--- src/rtl/osc_phase_mixer.sv ---
// osc_phase_mixer: per-oscillator fixed-point phase accumulators feeding the
// wave_loader index ports once per audio sample tick, followed by a serial
// signed sum of the gated oscillator samples, a scale-down shift and saturation.
//
// Handshake: sample_tick_in is accepted only when busy_out is low; a tick seen
// while busy is discarded and reported one cycle later on tick_drop_out.
// mix_valid_out is high for exactly one cycle, during which mix_out already
// carries the new sample; mix_out then holds until the next completed frame.
module osc_phase_mixer #(
    parameter int NUM_OSCILLATORS = 4,
    parameter int SAMPLE_WIDTH    = 16,
    parameter int WW_WIDTH        = 18,
    parameter int FRAC_WIDTH      = 8,
    parameter int BRAM_LATENCY    = 2,
    parameter int MIX_SHIFT       = 2
) (
    input  logic                                             clk_in,
    input  logic                                             rst_in,
    input  logic                                             sample_tick_in,
    input  logic [WW_WIDTH-1:0]                              wave_width_in,
    input  logic                                             ui_update_trig_in,
    input  logic [NUM_OSCILLATORS-1:0]                       osc_is_on_in,
    input  logic [NUM_OSCILLATORS*(WW_WIDTH+FRAC_WIDTH)-1:0] osc_phase_inc_in,
    output logic [NUM_OSCILLATORS*WW_WIDTH-1:0]              osc_index_out,
    input  logic [NUM_OSCILLATORS*SAMPLE_WIDTH-1:0]          osc_data_in,
    output logic [SAMPLE_WIDTH-1:0]                          mix_out,
    output logic                                             mix_valid_out,
    output logic                                             busy_out,
    output logic                                             tick_drop_out
);

    localparam int PHASE_WIDTH = WW_WIDTH + FRAC_WIDTH;
    localparam int ACC_WIDTH   = SAMPLE_WIDTH + $clog2(NUM_OSCILLATORS);
    localparam int CNT_MAX     = (BRAM_LATENCY > NUM_OSCILLATORS) ? BRAM_LATENCY : NUM_OSCILLATORS;
    localparam int CNT_WIDTH   = $clog2(CNT_MAX + 1);

    localparam logic [CNT_WIDTH-1:0] LAST_WAIT = CNT_WIDTH'(BRAM_LATENCY - 1);
    localparam logic [CNT_WIDTH-1:0] LAST_OSC  = CNT_WIDTH'(NUM_OSCILLATORS - 1);

    localparam logic signed [ACC_WIDTH-1:0] SAT_MAX = ACC_WIDTH'((1 << (SAMPLE_WIDTH - 1)) - 1);
    localparam logic signed [ACC_WIDTH-1:0] SAT_MIN = ACC_WIDTH'(-(1 << (SAMPLE_WIDTH - 1)));

    typedef enum logic [1:0] {
        S_IDLE  = 2'd0,
        S_WAIT  = 2'd1,
        S_ACCUM = 2'd2,
        S_DONE  = 2'd3
    } state_t;

    state_t                        state;
    state_t                        state_next;
    logic [CNT_WIDTH-1:0]          cnt;
    logic                          start_frame;

    logic [PHASE_WIDTH-1:0]        phase_acc  [NUM_OSCILLATORS];
    logic [PHASE_WIDTH-1:0]        phase_next [NUM_OSCILLATORS];
    logic [PHASE_WIDTH:0]          wave_len;
    logic [PHASE_WIDTH:0]          step_sum;
    logic [PHASE_WIDTH-1:0]        step_inc;
    logic                          narrow_wave;

    logic [SAMPLE_WIDTH-1:0]       cur_sample;
    logic signed [ACC_WIDTH-1:0]   acc;
    logic signed [ACC_WIDTH-1:0]   acc_term;
    logic signed [ACC_WIDTH-1:0]   acc_sum;
    logic signed [ACC_WIDTH-1:0]   acc_shift;
    logic signed [ACC_WIDTH-1:0]   mix_sat;

    // A tick is accepted only from IDLE and never alongside a wave reload.
    assign start_frame = (state == S_IDLE) && sample_tick_in && !ui_update_trig_in;

    // State register.
    always_ff @(posedge clk_in) begin
        if (rst_in) begin
            state <= S_IDLE;
        end else begin
            state <= state_next;
        end
    end

    // Next-state logic; a wave reload aborts any frame back to IDLE.
    always_comb begin
        state_next = state;
        if (ui_update_trig_in) begin
            state_next = S_IDLE;
        end else begin
            case (state)
                S_IDLE:  if (sample_tick_in) state_next = S_WAIT;
                S_WAIT:  if (cnt == LAST_WAIT) state_next = S_ACCUM;
                S_ACCUM: if (cnt == LAST_OSC) state_next = S_DONE;
                S_DONE:  state_next = S_IDLE;
                default: state_next = S_IDLE;
            endcase
        end
    end

    // FSM outputs decoded from the current state.
    always_comb begin
        busy_out      = (state != S_IDLE);
        mix_valid_out = (state == S_DONE);
    end

    // Shared cycle counter for the BRAM wait and the oscillator walk; restarts on every state change.
    always_ff @(posedge clk_in) begin
        if (rst_in) begin
            cnt <= '0;
        end else if (state_next != state) begin
            cnt <= '0;
        end else if ((state == S_WAIT) || (state == S_ACCUM)) begin
            cnt <= cnt + CNT_WIDTH'(1);
        end
    end

    // Candidate phases for the next tick: one-bit-wider add, a single wrap, then
    // clear anything still out of range (increment larger than the wave).
    always_comb begin
        wave_len    = {1'b0, wave_width_in, {FRAC_WIDTH{1'b0}}};
        narrow_wave = (wave_width_in <= WW_WIDTH'(1));
        step_sum    = '0;
        step_inc    = '0;
        for (int i = 0; i < NUM_OSCILLATORS; i++) begin
            step_inc = osc_phase_inc_in[i*PHASE_WIDTH +: PHASE_WIDTH];
            step_sum = {1'b0, phase_acc[i]} + {1'b0, step_inc};
            if (step_sum >= wave_len) begin
                step_sum = step_sum - wave_len;
            end
            if (!osc_is_on_in[i] || narrow_wave || (step_sum >= wave_len)) begin
                phase_next[i] = '0;
            end else begin
                phase_next[i] = step_sum[PHASE_WIDTH-1:0];
            end
        end
    end

    // Phase registers: cleared by reset or wave reload, advanced only on an accepted tick.
    always_ff @(posedge clk_in) begin
        if (rst_in || ui_update_trig_in) begin
            for (int i = 0; i < NUM_OSCILLATORS; i++) begin
                phase_acc[i] <= '0;
            end
        end else if (start_frame) begin
            for (int i = 0; i < NUM_OSCILLATORS; i++) begin
                phase_acc[i] <= phase_next[i];
            end
        end
    end

    // Wave indices are the integer part of each phase, so they hold between ticks.
    always_comb begin
        osc_index_out = '0;
        for (int i = 0; i < NUM_OSCILLATORS; i++) begin
            osc_index_out[i*WW_WIDTH +: WW_WIDTH] = phase_acc[i][PHASE_WIDTH-1:FRAC_WIDTH];
        end
    end

    // Select the sample of the oscillator being summed (zero when gated off), then scale and clamp.
    always_comb begin
        cur_sample = '0;
        for (int i = 0; i < NUM_OSCILLATORS; i++) begin
            if ((cnt == CNT_WIDTH'(i)) && osc_is_on_in[i]) begin
                cur_sample = osc_data_in[i*SAMPLE_WIDTH +: SAMPLE_WIDTH];
            end
        end
        acc_term  = {{(ACC_WIDTH-SAMPLE_WIDTH){cur_sample[SAMPLE_WIDTH-1]}}, cur_sample};
        acc_sum   = acc + acc_term;
        acc_shift = acc_sum >>> MIX_SHIFT;
        if (acc_shift > SAT_MAX) begin
            mix_sat = SAT_MAX;
        end else if (acc_shift < SAT_MIN) begin
            mix_sat = SAT_MIN;
        end else begin
            mix_sat = acc_shift;
        end
    end

    // Accumulator, mix register and drop flag; mix_out is loaded on the last
    // summing edge so it is already valid during the DONE cycle.
    always_ff @(posedge clk_in) begin
        if (rst_in) begin
            acc           <= '0;
            mix_out       <= '0;
            tick_drop_out <= 1'b0;
        end else begin
            tick_drop_out <= sample_tick_in && !ui_update_trig_in && (state != S_IDLE);
            if (start_frame) begin
                acc <= '0;
            end else if ((state == S_ACCUM) && !ui_update_trig_in) begin
                acc <= acc_sum;
                if (cnt == LAST_OSC) begin
                    mix_out <= mix_sat[SAMPLE_WIDTH-1:0];
                end
            end
        end
    end

endmodule
--- config.mk ---
export PLATFORM = sky130hd
export DESIGN_NAME = osc_phase_mixer
export DESIGN_NICKNAME = d
export VERILOG_FILES = /design/src/rtl/osc_phase_mixer.sv
export SDC_FILE = /design/constraint.sdc
export NUM_CORES = 1
export LEC_CHECK = 0
export CAP_MARGIN = 15
export CORE_ASPECT_RATIO = 0.75
export CORE_MARGIN = 2
export CORE_UTILIZATION = 30
export DETAILED_ROUTE_END_ITERATION = 8
export MAX_ROUTING_LAYER = met4
export SYNTH_ARGS = -nofsm -noshare
export SYNTH_HDL_FRONTEND = slang
export SYNTH_SLANG_ARGS = --single-unit
--- constraint.sdc ---
create_clock -name clk_in -period 28.3 [get_ports clk_in]
set_input_delay 8.49 -clock clk_in [delete_from_list [all_inputs] [get_ports clk_in]]
set_output_delay 8.49 -clock clk_in [all_outputs]
set_load 0.1 [all_outputs]
# ---- After elaboration in Yosys (flattened, before gate mapping)
# Memory sizes are Yosys's and may differ from the RTL's.
# Index checks and enable logic that the tools add are counted.
# Widths: inputs -> output; s select.
dict set report word_totals {
  mem_bits_rw 104
  memories 1
  output_inout_bits 91
  in_bits 194
  reg_bits 40
}
dict set report classes {
  n_lt_le_gt_ge 11
  n_bitwise 5
  reduce_logical 30
  n_eq_ne 7
  mux 28
  n_addsub 10
}
# memory words width read_ports rd_clocked_by_memory_dff write_ports line
set mem_list {}
lappend mem_list {phase_acc 4 26 4 0 4 55} ;# logic [PHASE_WIDTH-1:0] phase_acc [NUM_OSCILLATORS];
# cell n
set op_table {}
lappend op_table {{$ge 27x26->1} 8}
lappend op_table {{$mux 26} 8}
lappend op_table {{$add 26x26->27} 4}
lappend op_table {{$mux 27} 4}
lappend op_table {{$sub 27x26->27} 4}
lappend op_table {{$mux 16} 6}
lappend op_table {{$add 18x16->18} 1}
lappend op_table {{$le 18x1->1 const B} 1}
lappend op_table {{$gt 16x16->1 const B} 1}
lappend op_table {{$lt 16x16->1 const B} 1}
lappend op_table {{$logic_or 1x1->1} 10}
lappend op_table {{$logic_and 1x1->1} 9}
lappend op_table {{$mux 2} 4}
lappend op_table {{$pmux 2 s4} 1}
lappend op_table {{$eq 3x2->1 const B} 2}
lappend op_table {{$logic_not 1->1} 5}
lappend op_table {{$mux 1} 5}
lappend op_table {{$eq 2x2->1 const B} 2}
lappend op_table {{$or 1x1->1} 4}
lappend op_table {{$reduce_or 2->1} 2}
lappend op_table {{$add 3x1->3 const B} 1}
lappend op_table {{$eq 3x1->1 const B} 1}
lappend op_table {{$logic_not 3->1} 1}
lappend op_table {{$reduce_and 3->1} 1}
lappend op_table {{5 further kinds} 5}

# ---- Logic depth before layout (Yosys ltp)
dict set report depth {
  depth_word 10
  depth_mapped 34
  depth_no_buf 30
}

# ---- Worst setup path before layout
# No wires, ideal clock.
dict set report synth_timing {
  path_type {input-to-reg}
  startpoint {input osc_phase_inc_in[0]}
  endpoint {memory phase_acc[0][13] (netlist name) (data pin)}
  stages 33
  setup_time_ps 264
  n_path_buf 3
  t_required_ps 28036
  t_arrival_ps 14693
  setup_slack_ps 13343
  cell_sequence {ha_1 inv_1 fa_1 nand2b_1 a21o_1 a2111o_1 a21boi_2 a41oi_1 o21ai_0 xor2_1 ha_1 a21oi_1 o22ai_1 or3_1 o221a_2 a41oi_1 o21ai_0 nand2b_1 buf_6 buf_6 mux2i_1 inv_1 ha_1 nand2_1 or3_1 or3_1 nor4_1 nand4_1 a31oi_1 o21ai_0 o2111ai_2 buf_2 a211oi_1}
}
# element line
set synth_lines {}
lappend synth_lines {{from (decl)} 23} ;# input logic [NUM_OSCILLATORS*(WW_WIDTH+FRAC_WIDTH)-1:0] osc_phase_inc_in,
lappend synth_lines {{to (decl)} 55}

==> results.json <==
{
  "outcome": "finished clean",
  "power_density_mw_per_mm2": 57.9,
  "slew_headroom": 0.254,
  "cts_tree": "done",
  "syn_area_per_cell_um2": 8.28,
  "start_util": 0.304,
  "clockBufferDepth": 2,
  "synthTopCellsByArea": "ha_1 18%, edfxtp_1 17%, a21oi_1 5.7%",
  "cp.buffers_inverters": 4,
  "core_mm2": 0.0622,
  "ir_drop_v": 0.0000535,
  "ctsRootBufferMaster": "clkbuf_16",
  "hold_end": "mix_out[6]$_SDFFE_PP0P_",
  "finalPower_mw": 1.31,
  "hold_ws_ns": 0.457,
  "arrival_ns": 16.63,
  "cpPeakStageDelay_ns": 0.53,
  "critPathRequiredTime_ns": 28.52,
  "ys_warn_count": 0,
  "reg2reg_from": "phase_acc[2][14]$_SDFFCE_PP0P_",
  "syn_inst": 2281,
  "area_growth_pct": 20.1,
  "wl_met1_um": 32000,
  "ys_types": 104,
  "regToRegSetupSlack_ns": 20.00,
  "die_h_um": 221,
  "yosysTopAreaCellShare": 0.182,
  "postCtsSetupBuffers": 0,
  "synthesis.area_mm2": 0.0189,
  "post-route-min-period_ns": 16.42,
  "synth.most_common_cell": "ha_1",
  "postCtsHoldBufs": 0,
  "synth_ff_type": "edfxtp_1",
  "drtIter0Drc": 1603,
  "dieArea_mm2": 0.0650,
  "crit_slowest_cell": "or4_1",
  "synth-async-reset-ratio": 0,
  "nets": 2955,
  "wl_per_cell_um": 19.7,
  "rr_endpoint": "phase_acc[2][3]$_SDFFCE_PP0P_",
  "overflow": 0,
  "p_leak_nw": 9.68,
  "min_from": "mix_out[6]$_SDFFE_PP0P_",
  "drv_cap": 0,
  "cts_resized": 0,
  "clock_skew_ns": 0.0149,
  "h-tree-depth": 4,
  "route.met2.wl_um": 28300,
  "ant_nets": 0,
  "vias": 17900,
  "via_per_inst": 5.43,
  "routabilityCongestion": 0.943,
  "syn-num-nets": 2759,
  "final-hold-violation-count": 0,
  "place_hpwl_um": 51600,
  "final_cells": 3301,
  "ys_seq_area_frac": 0.208,
  "antenna_found_initial": 2,
  "ys_top_cells_by_count": "275 x ha_1, 214 x a21oi_1, 192 x nand2_1",
  "detail_route.first_pass.iterations": 5,
  "rows": 79,
  "final_layout_size_suffix_gt1_frac": 0.0546,
  "drt-total-wl_um": 65000,
  "synth_top_area_cell": "ha_1",
  "setup_viol": 0,
  "min_period_over_period": 0.580,
  "grt_max_degree": 59,
  "grt_pass1_wl_um": 99700,
  "r2r_cells": 24,
  "crit_path_start_kind": "primary input",
  "ios": 285,
  "synth-seq-cells": 144,
  "clkSinkCount": 144,
  "wl_met3_um": 3340,
  "drv_slew": 0,
  "placed_cell_area_mm2": 0.0221,
  "end_kind": "flop",
  "grt_pass1_vias": 17200,
  "tns_ns": 0,
  "worstMarginPinSlew_ns": 1.09,
  "top_layer_used": "met4",
  "clk_pin_slew_ns": 0.07,
  "holdCritPathClass": "reg -> reg",
  "cp_top_family": "simple AND/OR/NAND/NOR gates",
  "synth_edf_count": 104,
  "critPathMaxFanout": 28,
  "rsz0062_at_grt": "false",
  "numCtsBuffers": 17,
  "post-route-drc-count": 0,
  "clk_latency_ns": 0.50,
  "die-width_um": 294,
  "critPathKind": "in -> reg",
  "design_area_mm2": 0.0227,
  "io_buffer_count": 284,
  "max_freq_mhz": 60.9,
  "whs_path_depth": 2,
  "grt.total_usage": 0.203,
  "placed_cells": 3268
}
[where the power goes]
part           switching (mW)  internal [mW]  total [mW]
clock network           0.111          0.135       0.246
registers             0.00966          0.240       0.249
logic                   0.489          0.330       0.819
total                   0.610          0.704        1.31
[placed cells by master, fill, tap and decap left out, types with 13 or more instances in the layout]
cell             count
a211o_1             16
a211oi_1            25
a21o_1              60
a21oi_1            214
a22oi_1             18
a31oi_1             25
and2_1              13
and3_1              27
buf_4               28
clkbuf_16           18
clkdlybuf4s50_1    283
dfxtp_1             40
edfxtp_1           104
ha_1               275
inv_1              124
mux2_2              23
mux2i_1             30
nand2_1            192
nand2b_1            24
nand3_1             38
nand4_1             36
nor2_1             169
nor2b_1             62
nor3_1              58
nor3b_1             16
nor4_1              18
o211ai_1            20
o21a_1              27
o21ai_0            120
o21bai_1            18
or3_1               19
xnor2_1            104
xor2_1              43
[how the worst max path moves through the flow]
stage	start	slack (ns)	to	cells after the start
floorplan	osc_phase_inc_in[0]	13.34	phase_acc[0][13]$_SDFFCE_PP0P_	33
global placement	osc_phase_inc_in[0]	11.50	phase_acc[0][13]$_SDFFCE_PP0P_	31
CTS	osc_phase_inc_in[0]	11.99	phase_acc[0][13]$_SDFFCE_PP0P_	31
global route	osc_phase_inc_in[0]	11.33	phase_acc[0][13]$_SDFFCE_PP0P_	32
detailed placement	osc_phase_inc_in[0]	11.47	phase_acc[0][13]$_SDFFCE_PP0P_	31
finish	osc_phase_inc_in[0]	11.88	phase_acc[0][10]$_SDFFCE_PP0P_	31
[metal layers]
metal	vias up	global-route usage
li1	8788	-
met3	70	0.0342
met5	-	-
met1	8552	0.283
met4	0	0.0574
met2	502	0.300
[kinds of logic after synthesis]
| group | after synthesis | synth area share |
|---|---|---|
| and+or+nand+nor | 729 | 0.195 |
| AOI/OAI and AO/OA | 658 | 0.233 |
| adders and majority gates | 284 | 0.192 |
| buffers and inverters | 259 | 0.0697 |
| xor gates and xnor gates | 147 | 0.0682 |
| DFF | 144 | 0.208 |
| muxes | 60 | 0.0342 |
[registers in the layout (all words and copies together), names as in the netlist]
signal	count
acc	18
cnt	3
mix_out	16
phase_acc	104
state	2
tick_drop_out	1
[layout make-up]
type	count	area, um^2
diodes	1	2.50
clock buffers	19	454
clock inverters	13	131
fillers	6294	39500
inverters	125	469
multi-input cells	1878	13700
flip-flops and latches	144	3920
well taps	810	1010
repair buffers	311	3040
[through the flow]
stage                     setup WS (ns)   util
after floorplan                   13.34      -
after global placement            11.50  0.355
after detailed placement          11.47  0.355
after CTS                         11.99  0.365
after global routing              11.33  0.365
final                             11.88  0.365
[tightest hold or removal path, cell delays in order, from the launching register on]
cell,delay (ns)
dfxtp_1,0.31
nand2_1,0.05
a21oi_1,0.05
Note: power is estimated with default switching activity, not from simulation.
